**src/rtl/mod_inv.sv**
```systemverilog
// Sequential modular inverse r = a^-1 mod s (odd s) using binary extended Euclid, one step per clock.
// Optional RUN-cycle counter output enabled by MOD_INV_CYCLE_COUNT_EN.
module mod_inv #(
    parameter int unsigned FIELD_WIDTH = 16
`ifdef MOD_INV_CYCLE_COUNT_EN
    ,
    localparam int unsigned CYCLE_W = $clog2(4 * FIELD_WIDTH + 3)
`endif
) (
    input  logic                   clk,
    input  logic                   reset,
    input  logic                   in_valid,
    output logic                   in_ready,
    input  logic [FIELD_WIDTH-1:0] a,
    input  logic [FIELD_WIDTH-1:0] s,
    output logic                   out_valid,
    input  logic                   out_ready,
    output logic [FIELD_WIDTH-1:0] r,
    output logic                   err
`ifdef MOD_INV_CYCLE_COUNT_EN
    ,
    output logic [CYCLE_W-1:0]     cycles
`endif
);

    localparam int unsigned W = FIELD_WIDTH;

    typedef enum logic [1:0] {
        IDLE = 2'd0,
        RUN  = 2'd1,
        DONE = 2'd2
    } state_t;

    state_t         state;
    logic [W-1:0]   u, v, x1, x2, modulus;

    logic [W:0]     x1_ext, x2_ext, d12, d21;
    logic [W-1:0]   x1_half, x2_half, x1_sub, x2_sub, u_sub, v_sub;
    logic           illegal;

    // Halving and modular subtraction candidates for the current step.
    always_comb begin
        x1_ext  = {1'b0, x1} + (x1[0] ? {1'b0, modulus} : '0);
        x2_ext  = {1'b0, x2} + (x2[0] ? {1'b0, modulus} : '0);
        x1_half = x1_ext[W:1];
        x2_half = x2_ext[W:1];
        d12     = {1'b0, x1} - {1'b0, x2};
        d21     = {1'b0, x2} - {1'b0, x1};
        x1_sub  = d12[W] ? (d12[W-1:0] + modulus) : d12[W-1:0];
        x2_sub  = d21[W] ? (d21[W-1:0] + modulus) : d21[W-1:0];
        u_sub   = u - v;
        v_sub   = v - u;
        illegal = ~s[0] | (s < W'(3)) | (a == '0) | (a >= s);
    end

    always_ff @(posedge clk) begin
        if (reset) begin
            state     <= IDLE;
            in_ready  <= 1'b1;
            out_valid <= 1'b0;
            r         <= '0;
            err       <= 1'b0;
            u         <= '0;
            v         <= '0;
            x1        <= '0;
            x2        <= '0;
            modulus   <= '0;
`ifdef MOD_INV_CYCLE_COUNT_EN
            cycles    <= '0;
`endif
        end else begin
            case (state)
                IDLE: begin
                    if (in_valid) begin
                        u        <= a;
                        v        <= s;
                        x1       <= W'(1);
                        x2       <= '0;
                        modulus  <= s;
                        in_ready <= 1'b0;
`ifdef MOD_INV_CYCLE_COUNT_EN
                        cycles   <= '0;
`endif
                        if (illegal) begin
                            state     <= DONE;
                            out_valid <= 1'b1;
                            r         <= '0;
                            err       <= 1'b1;
                        end else begin
                            state <= RUN;
                        end
                    end
                end
                RUN: begin
`ifdef MOD_INV_CYCLE_COUNT_EN
                    cycles <= cycles + CYCLE_W'(1);
`endif
                    if (u == W'(1)) begin
                        r         <= x1;
                        err       <= 1'b0;
                        out_valid <= 1'b1;
                        state     <= DONE;
                    end else if (v == W'(1)) begin
                        r         <= x2;
                        err       <= 1'b0;
                        out_valid <= 1'b1;
                        state     <= DONE;
                    end else if ((u == '0) || (v == '0)) begin
                        r         <= '0;
                        err       <= 1'b1;
                        out_valid <= 1'b1;
                        state     <= DONE;
                    end else if (!u[0]) begin
                        u  <= u >> 1;
                        x1 <= x1_half;
                    end else if (!v[0]) begin
                        v  <= v >> 1;
                        x2 <= x2_half;
                    end else if (u >= v) begin
                        u  <= u_sub;
                        x1 <= x1_sub;
                    end else begin
                        v  <= v_sub;
                        x2 <= x2_sub;
                    end
                end
                DONE: begin
                    if (out_ready) begin
                        out_valid <= 1'b0;
                        in_ready  <= 1'b1;
                        state     <= IDLE;
                    end
                end
                default: state <= IDLE;
            endcase
        end
    end

endmodule

```
**config.mk**
```make
export PLATFORM = sky130hd
export DESIGN_NAME = mod_inv
export DESIGN_NICKNAME = d
export VERILOG_FILES = /design/src/rtl/mod_inv.sv
export SDC_FILE = /design/constraint.sdc
export NUM_CORES = 1
export LEC_CHECK = 0
export CAP_MARGIN = 20
export CELL_PAD_IN_SITES_DETAIL_PLACEMENT = 1
export CELL_PAD_IN_SITES_GLOBAL_PLACEMENT = 2
export CORE_ASPECT_RATIO = 1.25
export CORE_MARGIN = 4
export CORE_UTILIZATION = 30
export CTS_BUF_LIST = sky130_fd_sc_hd__clkbuf_4
export CTS_CLUSTER_DIAMETER = 30
export CTS_CLUSTER_SIZE = 14
export DETAILED_ROUTE_END_ITERATION = 7
export GPL_ROUTABILITY_DRIVEN = 0
export GPL_TIMING_DRIVEN = 0
export PLACE_DENSITY_LB_ADDON = 0.15
export SLEW_MARGIN = 15
export SYNTH_ARGS = -nofsm -noshare
export SYNTH_HDL_FRONTEND = slang
export SYNTH_SLANG_ARGS = --single-unit
```
**constraint.sdc**
```tcl
create_clock -name clk -period 5.9 [get_ports clk]
set_clock_uncertainty 0.2 [all_clocks]
set_input_delay 0.885 -clock clk [delete_from_list [all_inputs] [get_ports clk]]
set_output_delay 0.885 -clock clk [all_outputs]
set_load 0.01 [all_outputs]
```
======== Word-level counts from Yosys, hierarchy flattened ========
Index checks and enable logic that the tools add are counted.
storage, ports and cells
  memories kept ........................... 0
  output and inout bits ................... 19
  bits in writable memories ............... 0
  register bits after elaboration ......... 101
  bits in latches ......................... 0
  bits of input ports ..................... 36
  ROM bits ................................ 0
  logic and storage cells ................. 121
cells by class
  divide/modulo/power cells ............... 0
  shifts and indexed selects .............. 0
  add/sub/neg operators ................... 8
  bitwise operators ....................... 4
  mux-type cells .......................... 62
  equality and inequality tests ........... 15
  $mul .................................... 0
  reductions and logical operators ........ 17
  magnitude comparators ................... 3
operator list
  operator             count
  $mux 16              37
  $pmux 16 s2          5
  $logic_not 16->1     3
  $add 16x16->17       2
  $sub 16x16->17       2
  $add 16x16->16       2
  $eq 16x1->1 const B  2
  $ge 16x16->1         2
  $sub 16x16->16       2
  $lt 16x2->1 const B  1
  $ne 2x2->1 const B   7
  $reduce_and 7->1     2
  $mux 2               6
  $mux 1               10
  $reduce_and 5->1     2
  $ne 3x3->1 const B   3
  $pmux 2 s3           1
  $reduce_and 3->1     2
  $reduce_and 6->1     1
  $ne 4x4->1 const B   1
  $pmux 1 s2           2
  $reduce_and 4->1     1
  $reduce_bool 2->1    2
  $or 1x1->1           3
  other kinds (8)      8

======== Logic depth before layout (Yosys ltp) ========
Gate-level depths: netlist (run 1).
  depth in word-level cells ............... 10
  depth in mapped cells ................... 19
  mapped depth without buffers ............ 18

======== Worst setup path before layout (run 1) ========
Ideal clock, no wire load.
  path kind ............................... reg2reg
  start point ............................. register x1[1]
  end point ............................... register x1[15]
  path buffers ............................ 0
  stages on the path, launching flop included .. 17
  data arrival time ....................... 3.818 ns
  data required time ...................... 5.578 ns
  path slack .............................. 1.760 ns
  clock period less this slack ............ 4.140 ns
  setup time .............................. 0.122 ns
  cells stage by stage .................... dfxtp_1 -> inv_1 -> ha_1 -> nor2b_1 -> o31a_1 -> o21a_1 -> o21a_1 -> o311ai_0 -> ha_1 -> o21ai_0 -> o21ai_0 -> o211a_1 -> or2_2 -> o311ai_0 -> a21oi_1 -> nor3_1 -> o2bb2ai_1
between the ends
  longest elaborated chain between the ends .. 10
  elaborated cells on any way between the ends .. 11
  classes of those cells .................. add/sub (3); mux (8)
RTL lines
  item                    RTL line  text
  from (decl)             35        logic [W-1:0] u, v, x1, x2, modulus;
  from (signal assigned)  115       x1 <= x1_half;
  from (signal assigned)  121       x1 <= x1_sub;
  $sub 16x16->17          47        d12 = {1'b0, x1} - {1'b0, x2};
  $add 16x16->16          49        x1_sub = d12[W] ? (d12[W-1:0] + modulus) : d12[W-1:0];
  $mux 16                 49
  $mux 16                 119       end else if (u >= v) begin
  $mux 16                 116       end else if (!v[0]) begin
  $mux 16 (*)             113       end else if (!u[0]) begin
  $mux 16 (*)             108       end else if ((u == '0) || (v == '0)) begin
  $mux 16 (*)             103       end else if (v == W'(1)) begin
  $mux 16 (*)             98        if (u == W'(1)) begin
  $pmux 16 s2 (*)         72        case (state)
Every way passes the cells marked *; elsewhere a longest branch is shown, timed or not. The select of a mux whose other input is x is not followed.
A chain may end at the register's enable or synchronous reset.

======== Final worst setup path (run 1) ========
  start point ............................. register u[0]
  end point ............................... register x1[14]
between the ends
  longest elaborated chain between the ends .. 5
  elaborated cells on any way between the ends .. 14
  classes of those cells .................. order compare (1); eq/ne (5); mux (5); reduce/logical (3)
RTL lines
  item                                                  RTL line  text
  from (decl)                                           35
  from (signal assigned)                                114       u <= u >> 1;
  from (signal assigned)                                120       u <= u_sub;
  branches (longest 5 deep; another with $ge 16x16->1)  -
Several ways; the timed one is not identified. The select of a mux whose other input is x is not followed.

==> results.sh, run 1 <==
export IMPL_total_power_mw=3.51
export IMPL_clkSlewWorstSetupHoldPaths_ns=0.21
export IMPL_place_hpwl_mm=44.5
export IMPL_end_kind="flop"
export IMPL_max_slew_worst_pin_slew_ns=1.19
export IMPL_timing_final_crit_share_pct=94.3
export IMPL_die_area_um2=41700
export IMPL_synth_top_cell_area_share_pct=17.5
export IMPL_num_io_pins=55
export IMPL_ys_ff_latch=101
export IMPL_rsz0062_at_grt="false"
export IMPL_start_util_pct=30.3
export IMPL_fmax_ghz=0.180
export IMPL_synthFlopType="dfxtp_1"
export IMPL_drt_iter0_markers=628
export IMPL_cts_sinks=101
export IMPL_cts_max_level=3
export IMPL_multi_input_area_um2=8760
export IMPL_cts_tree="done"
export IMPL_max_cap_viol_count=0
export IMPL_mostFrequentLayoutCells="ha_1, a21oi_1, nand2_1"
export IMPL_antenna_found_initial=2
export IMPL_p_leak_nw=5.24
export IMPL_antenna_left=0
export IMPL_holdCritPathClass="flop to flop"
export IMPL_wl_per_cell_um=25.7
export IMPL_yosys_warnings=0
export IMPL_crit_fanout=10
export IMPL_track_usage_pct=25.3
export IMPL_r2r_start="u[0]$_SDFFE_PP0P_"
export IMPL_maxSlewViolCount=0
export IMPL_cts_setup_buffers=0
export IMPL_mostFrequentLayoutCell="ha_1"
export IMPL_clock_latency_ns=0.61
export IMPL_core_um2=38100
export IMPL_power_density_nw_per_um2=271
export IMPL_worst_hold_slack_ns=0.319
export IMPL_dieHeight_um=227
export IMPL_grt_pass1_wl_mm=79.3
export IMPL_firstDrtPassIters=5
export IMPL_synthDistinctLibCells=80
export IMPL_routed_wl_mm=53.7
export IMPL_critPathLaunchType="flop"
export IMPL_final_nets=1773
export IMPL_syn_avg_cell_area_um2=7.59
export IMPL_drc=0
export IMPL_hp_start="u[6]$_SDFFE_PP0P_"
export IMPL_grt_overflow=0
export IMPL_synthTopCellsByArea="dfxtp_1, ha_1, a21oi_1"
export IMPL_cp_required_ns=6.23
export IMPL_syn_nets=1708
export IMPL_num_rows=80
export IMPL_synth_edf_count=0
export IMPL_grt_pass1_vias=12500
export IMPL_critPathLaunch="u[0]$_SDFFE_PP0P_"
export IMPL_path_class="flop to flop"
export IMPL_die_w_um=184
export IMPL_seqCellArea_um2=2020
export IMPL_drive_gt1_share_pct=4.33
export IMPL_root_buffer="clkbuf_4"
export IMPL_cts_buffers=9
export IMPL_ys_async_sr_fraction_pct=0
export IMPL_finalSetupViolCount=0
export IMPL_cts_resized=1
export IMPL_io_buffers=54
export IMPL_clk_path_buf_depth=2
export IMPL_crit_arrival_ns=5.89
export IMPL_dp_cells=2069
export IMPL_area_growth_synth_to_final_pct=11.8
export IMPL_via_per_inst=5.81
export IMPL_finalNonFillerCells=2087
export IMPL_netlist_area_um2=11600
export IMPL_hold_violations=0
export IMPL_ctsHoldBuffers=0
export IMPL_syn_inst=1523
export IMPL_status="finished clean"
export IMPL_vias=12100
export IMPL_layout_min_cycle_time_ns=5.56
export IMPL_relSlewSlack_pct=21.0
export IMPL_synth_top_area_cell="dfxtp_1"
export IMPL_nFillCells=4688
export IMPL_grt_max_degree=18
export IMPL_ir_drop_mv=0.128
export IMPL_yosysSeqAreaShare_pct=17.5
report_power, final:
group          switching, mW  total, mW  internal, mW
Combinational           1.35       2.10         0.756
Sequential             0.120      0.862         0.742
Clock                  0.323      0.540         0.216
Total                   1.79       3.51          1.71
per-stage QoR:
step	worst slack [ns]	TNS [ns]	util (%)	cell area (µm²)
after floorplan	1.76	0	-	11600
after global placement	-0.186	-4.63	33.3	12700
after detailed placement	-0.172	-4.41	33.3	12700
after CTS	0.0614	0	33.8	12900
after global routing	0.163	0	33.9	12900
final	0.338	0	33.9	12900
synth_stat cells, types with 36 or more instances:
cell type	n
nor2_1	107
inv_1	117
xnor2_1	47
o21ai_0	77
clkbuf_1	52
xor2_1	36
a21o_1	40
nand2_1	121
nor3_1	48
a21oi_1	136
dfxtp_1	101
ha_1	141
worst paths after layout:
path,end,slack (ns),cells after the start
worst max-delay path,x1[14]$_SDFFE_PP0P_,0.34,16
worst min-delay path,u[6]$_SDFFE_PP0P_,0.32,2
worst max register to register,x1[14]$_SDFFE_PP0P_,0.34,16
worst min register to register,u[6]$_SDFFE_PP0P_,0.32,2
worst max-delay path: stages, from the launching register on:
cell and delay, ns:
dfxtp_1 0.40, clkbuf_1 0.38, inv_1 0.34, clkbuf_2 0.39, clkbuf_2 0.38, ha_1 0.29
inv_1 0.07, fa_1 0.40, a21o_1 0.22, a221oi_4 0.46, a211oi_2 0.16, o31a_2 0.42
nor2_4 0.33, a311o_2 0.35, buf_2 0.36, nand3_1 0.16, o211ai_1 0.13
kinds of logic (layout without fill, tap and decap cells):
group	Yosys count	in the layout	share of synthesized area [%]
other cells	0	2	0
compound gates	514	514	30.9
buf+inv	196	266	6.81
fa+ha+maj	149	149	16.7
simple gates	445	445	18.8
xor+xnor	83	83	6.29
flops	101	101	17.5
mux	35	35	3.09
sequential cells by signal, indices dropped and copies added, names as in the netlist:
name,flops
v,16
modulus,16
err,1
r,16
x1,16
state,2
u,16
out_valid,1
x2,16
in_ready,1
metal layers:
metal	vias to the layer above	GRT usage, %	share of wire (%)
li1	5762	-	-
met1	6006	28.0	40
met2	270	48.3	53
met3	89	2.09	2.6
met4	0	12.2	5.0
met5	-	0	0
area by class of cell:
cell class	count	area share, %
sequential	101	15.7
multi-input combinational	1226	67.8
inverter	120	3.49
buffer	76	2.62
tap	492	4.77
clock buffer	9	0.523
clock inverter	7	0.940
timing repair buffer	54	4.18
antenna	2	0.0387
No activity file was read; power rests on OpenSTA's default activity.
==> run 2, diff against run 1 <==
Settings changed: REMOVE_ABC_BUFFERS set to 1.
==> results.sh, run 2 (synthesis gave the netlist of run 1 again) <==
export IMPL_num_rows=80
export IMPL_cts_sinks=101
export IMPL_critPathLaunchType="flop"
export IMPL_cpPeakStageDelay_ns=0.58
export IMPL_end_kind="flop"
export IMPL_core_um2=38100
export IMPL_cts_max_level=3
export IMPL_grt_pass1_wl_mm=73.4
export IMPL_root_buffer="clkbuf_4"
export IMPL_pwr_share_comb_pct=60.7
export IMPL_nFillCells=4644
export IMPL_antenna_found_initial=2
export IMPL_maxSlewViolCount=0
export IMPL_mostFrequentLayoutCell="ha_1"
export IMPL_reg2reg_depth=17
export IMPL_wl_per_cell_um=24.1
export IMPL_routed_wl_mm=48.9
export IMPL_p_leak_nw=5.22
export IMPL_start_util_pct=30.3
export IMPL_mostFrequentLayoutCells="ha_1, a21oi_1, nand2_1"
export IMPL_slowest_stage="dfxtp_1"
export IMPL_grt_max_degree=59
export IMPL_final_nets=1711
export IMPL_p_int_mw=1.70
export IMPL_drt_iter0_markers=558
export IMPL_drc=0
export IMPL_place_hpwl_mm=39.1
export IMPL_io_buffers=54
export IMPL_max_cap_viol_count=0
export IMPL_via_per_inst=5.81
export IMPL_dieHeight_um=227
export IMPL_firstDrtPassIters=5
export IMPL_holdPathStages=2
export IMPL_pwr_share_seq_pct=25.1
export IMPL_ir_drop_mv=0.0965
export IMPL_crit_fanout=19
export IMPL_grt_overflow=0
export IMPL_path_class="flop to flop"
export IMPL_worst_hold_slack_ns=0.296
export IMPL_max_slew_worst_pin_slew_ns=1.11
export IMPL_clockPowerShare_pct=14.1
export IMPL_clk_path_buf_depth=2
export IMPL_die_w_um=184
export IMPL_vias=11800
export IMPL_relSlewSlack_pct=25.8
export IMPL_cp_required_ns=6.16
export IMPL_track_usage_pct=23.0
export IMPL_switching_power_mw=1.71
export IMPL_rsz0062_at_grt="false"
export IMPL_power_density_nw_per_um2=265
export IMPL_clkSlewWorstSetupHoldPaths_ns=0.19
export IMPL_layout_min_cycle_time_ns=5.49
export IMPL_die_area_um2=41700
export IMPL_status="finished clean"
export IMPL_p_sw_share_pct=50.2
export IMPL_crit_arrival_ns=5.75
export IMPL_cts_tree="done"
export IMPL_clock_latency_ns=0.57
export IMPL_num_io_pins=55
export IMPL_cts_setup_buffers=0
export IMPL_fmax_ghz=0.182
export IMPL_grt_pass1_vias=12400
export IMPL_finalSetupViolCount=0
export IMPL_drive_gt1_share_pct=4.64
export IMPL_holdCritPathClass="flop to flop"
export IMPL_hold_violations=0
export IMPL_fin_util_pct=33.7
export IMPL_cts_buffers=9
export IMPL_timing_final_crit_share_pct=93.1
export IMPL_path_cells="inv_1, ha_1, inv_1, fa_1, a21o_1, o21ai_0, a31oi_1, a31oi_1, mux2_2, a211oi_1, ha_1, and3_1, a2111oi_0, o311ai_0, and3_1, nor3_1, o2bb2ai_1"
export IMPL_tns_ns=0
export IMPL_area_growth_synth_to_final_pct=11.2
export IMPL_antenna_left=0
==> run 2: cell types whose count changed in the layout (fill, tap and decap cells not counted), sizes merged <==
cell           previous run  this run
buf                      24        15
clkinv                    4         5
clkbuf                   61        10
bufinv                    3         2
clkdlybuf4s50            54        53
inv                     119       118
diode                     2         3
==> run 2: final cells by class <==
cell class / instances / area, µm² / area share [%]
sequential: 101 / 2030 / 15.8
timing repair buffer: 68 / 795 / 6.18
antenna: 3 / 7.51 / 0.0584
clock buffer: 10 / 75.1 / 0.584
clock inverter: 6 / 86.3 / 0.672
tap: 492 / 616 / 4.79
inverter: 120 / 452 / 3.51
multi-input combinational: 1226 / 8790 / 68.4
==> run 2: power by group through the flow <==
stage	registers, mW	logic (mW)	clock network (mW)
CTS	0.856	2.06	0.504
global route	0.866	2.25	0.517
detailed placement	0.870	2.05	0
floorplan	0.828	1.36	0
finish	0.855	2.07	0.481
global placement	0.897	1.94	0
==> run 2: stage by stage <==
stage	power (mW)	instance area, µm²	worst slack, ns	std cells
final	3.40	12900	0.407	2026
after global routing	3.63	12800	0.0349	2025
after detailed placement	2.92	12700	0.361	2006
after global placement	2.84	12400	-1.69	1993
after floorplan	2.19	11200	1.62	1447
after CTS	3.42	12800	0.281	2022
==> run 2: worst paths after layout <==
path,start,end,slack [ns]
hold reg to reg,err$_SDFFE_PP0P_,err$_SDFFE_PP0P_,0.30
hold / removal,err$_SDFFE_PP0P_,err$_SDFFE_PP0P_,0.30
setup / recovery,x1[0]$_SDFFE_PP0P_,x1[15]$_SDFFE_PP0P_,0.41
setup reg to reg,x1[0]$_SDFFE_PP0P_,x1[15]$_SDFFE_PP0P_,0.41
==> run 2: routing by layer <==
metal | vias to the layer above | global-route usage, % | wire, µm
li1 | 5620 | - | -
met1 | 5845 | 24.3 | 18900
met2 | 214 | 45.2 | 26600
met3 | 95 | 2.00 | 1110
met4 | 0 | 11.3 | 2280
met5 | - | 0 | 0
==> run 2: worst max-delay path: cells and delay by family, from the launching register on <==
kind            cells  cell delay (ns)
compound gates      8             2.18
fa+ha+maj           3             0.98
buf+inv             2             0.45
flops               1             0.58
mux                 1             0.38
simple gates        3             0.58
==> run 2: repair_timing <==
action | in CTS | in global routing
endpoints found under the setup margin | 0 | 1
resized for setup | 0 | 1
hold buffers | 0 | 0
==> RTL edit: new RTL, flow settings as in run 1 <==
The 3 states of `state_t` get a one-hot encoding in 3 bits.
--- a/src/rtl/mod_inv.sv
+++ b/src/rtl/mod_inv.sv
@@ -27,6 +27,6 @@
 
-    typedef enum logic [1:0] {
-        IDLE = 2'd0,
-        RUN  = 2'd1,
-        DONE = 2'd2
+    typedef enum logic [2:0] {
+        IDLE = 3'b001,
+        RUN  = 3'b010,
+        DONE = 3'b100
     } state_t;
Formal check against the unedited RTL: same outputs for any inputs over 4 cycles, from zero or initial values and one cycle with reset high; so few cycles prove little.
==> RTL edit against run 1 <==
Final cell count up 4.9%. Wire length increased by 2.8%. Total power is 30% lower. Worst setup slack improved by 0.29 ns. Sequential cell count increased by 1. Area after synthesis grew 3.1%. Design area up 2.5%.
==> RTL edit: results (changes against run 1) <==
INFO  metric p_sw = 1170 uW (-35%)
INFO  metric synthTopCellsByArea = sky130_fd_sc_hd__dfxtp_1 (17%), sky130_fd_sc_hd__ha_1 (15%), sky130_fd_sc_hd__a21oi_1 (5.7%), sky130_fd_sc_hd__o21ai_0 (4.3%), sky130_fd_sc_hd__nand2_1 (4.2%)
INFO  metric run_status = finished clean
INFO  metric r2r-end = v[14]
INFO  metric worst_path_max_delay_cell = sky130_fd_sc_hd__clkbuf_1
INFO  metric cts.repair.resized = 0 (-1)
INFO  metric fillerInstances = 4865 (+3.8%)
INFO  metric synth.lib_cells_used.distinct = 86 (+7.5%)
INFO  metric synth_compound_gate_area_share = 31.4% (+0.47 points)
INFO  metric timing.critical_path.fanout_max = 11 (+1)
INFO  metric fraction_of_the_mapped_netlist_area_in_adder_cells = 16.1% (-0.51 points)
INFO  metric detailed_place_hpwl = 45400 um (+1.9%)
INFO  metric synth_common_cells = sky130_fd_sc_hd__ha_1 (141), sky130_fd_sc_hd__a21oi_1 (136), sky130_fd_sc_hd__nand2_1 (132)
INFO  metric p_leak = 0.00525 uW (+0.20%)
INFO  metric cp_max_stage_delay = 0.69 ns (+0.23 ns)
INFO  metric drive_above_1_share = 3.73% (-0.60 points)
INFO  metric irDropWorstVdd = 0.0000867 V (-32%)
INFO  metric drt_iter0_markers = 567 (-9.7%)
INFO  metric synth_sequential_area_ratio = 17.1% (-0.36 points)
INFO  metric grt_first_pass_wirelength = 83100 um (+4.8%)
INFO  metric max-slew-margin-rel = 33.1% (+12 points)
INFO  metric final_net_count = 1869 (+5.4%)
INFO  metric r2r.worst_path.cells = 13 (-3)
INFO  metric mappedNetlistNets = 1804 (+5.6%)
INFO  metric synthXorXnorAreaFrac = 6.17% (-0.12 points)
INFO  metric clk_pin_slew_worst_paths = 0.19 ns (-0.02 ns)
INFO  metric overall_routing_resource_usage = 25.6% (+0.33 points)
INFO  metric synth_mux_area_share = 1.35% (-1.7 points)
INFO  metric viasPerCell = 5.78 (-0.57%)
RTL edit: stage by stage:
step | hold WS (ns) | cells | instance area, um2 | setup WS, ns | power [uW]
after floorplan | 0.261 | 1619 | 11900 | 1.75 | 1610
after global placement | 0.243 | 2171 | 13100 | 0.576 | 2010
after detailed placement | 0.243 | 2171 | 13100 | 0.605 | 2020
after CTS | 0.284 | 2187 | 13200 | 0.594 | 2470
after global routing | 0.324 | 2190 | 13200 | 0.195 | 2630
final | 0.278 | 2190 | 13200 | 0.625 | 2470
RTL edit: routing by layer:
layer,up-vias,global-route usage [%],routed length [um]
met5,-,0,0
li1,6086,-,-
met1,6244,29.1,22200
met3,85,2.65,1290
met4,0,9.64,2220
met2,238,48.4,29500
RTL edit: power by group through the flow:
stage	Sequential, uW	Combinational, uW	Clock (uW)
final	796	1230	444
after global routing	802	1350	486
after CTS	796	1220	458
after detailed placement	811	1210	0
after global placement	811	1200	0
after floorplan	774	832	0
RTL edit: how the worst min path moves through the flow:
stage | startpoint | end | slack, ns | cells past startpoint
4_1_cts | in_ready | in_ready | 0.28 | 1
6_report | in_ready | in_ready | 0.28 | 1
3_5_place_dp | in_ready | in_ready | 0.24 | 1
3_3_place_gp | in_ready | in_ready | 0.24 | 1
5_1_grt | in_ready | in_ready | 0.32 | 1
2_1_floorplan | v[2] | v[2] | 0.26 | 2
RTL edit: cell type report:
cell class	instances	share of cell area (%)
multi-input combinational	1319	68.7
sequential	102	15.4
tap	498	4.71
timing repair buffer	54	4.08
inverter	108	3.06
buffer	90	2.85
clock inverter	7	0.548
clock buffer	9	0.510
antenna	3	0.0567
RTL edit: cells by family (layout without fill, tap and decap cells):
family                   after synthesis  count (layout)
XOR/XNOR                              84              84
buffers and inverters                198             268
AO/OA/AOI/OAI                        553             553
flip-flops                           102             102
AND/OR/NAND/NOR                      517             517
multiplexers                          16              16
other                                  0               3
adder cells (fa/ha/maj)              149             149
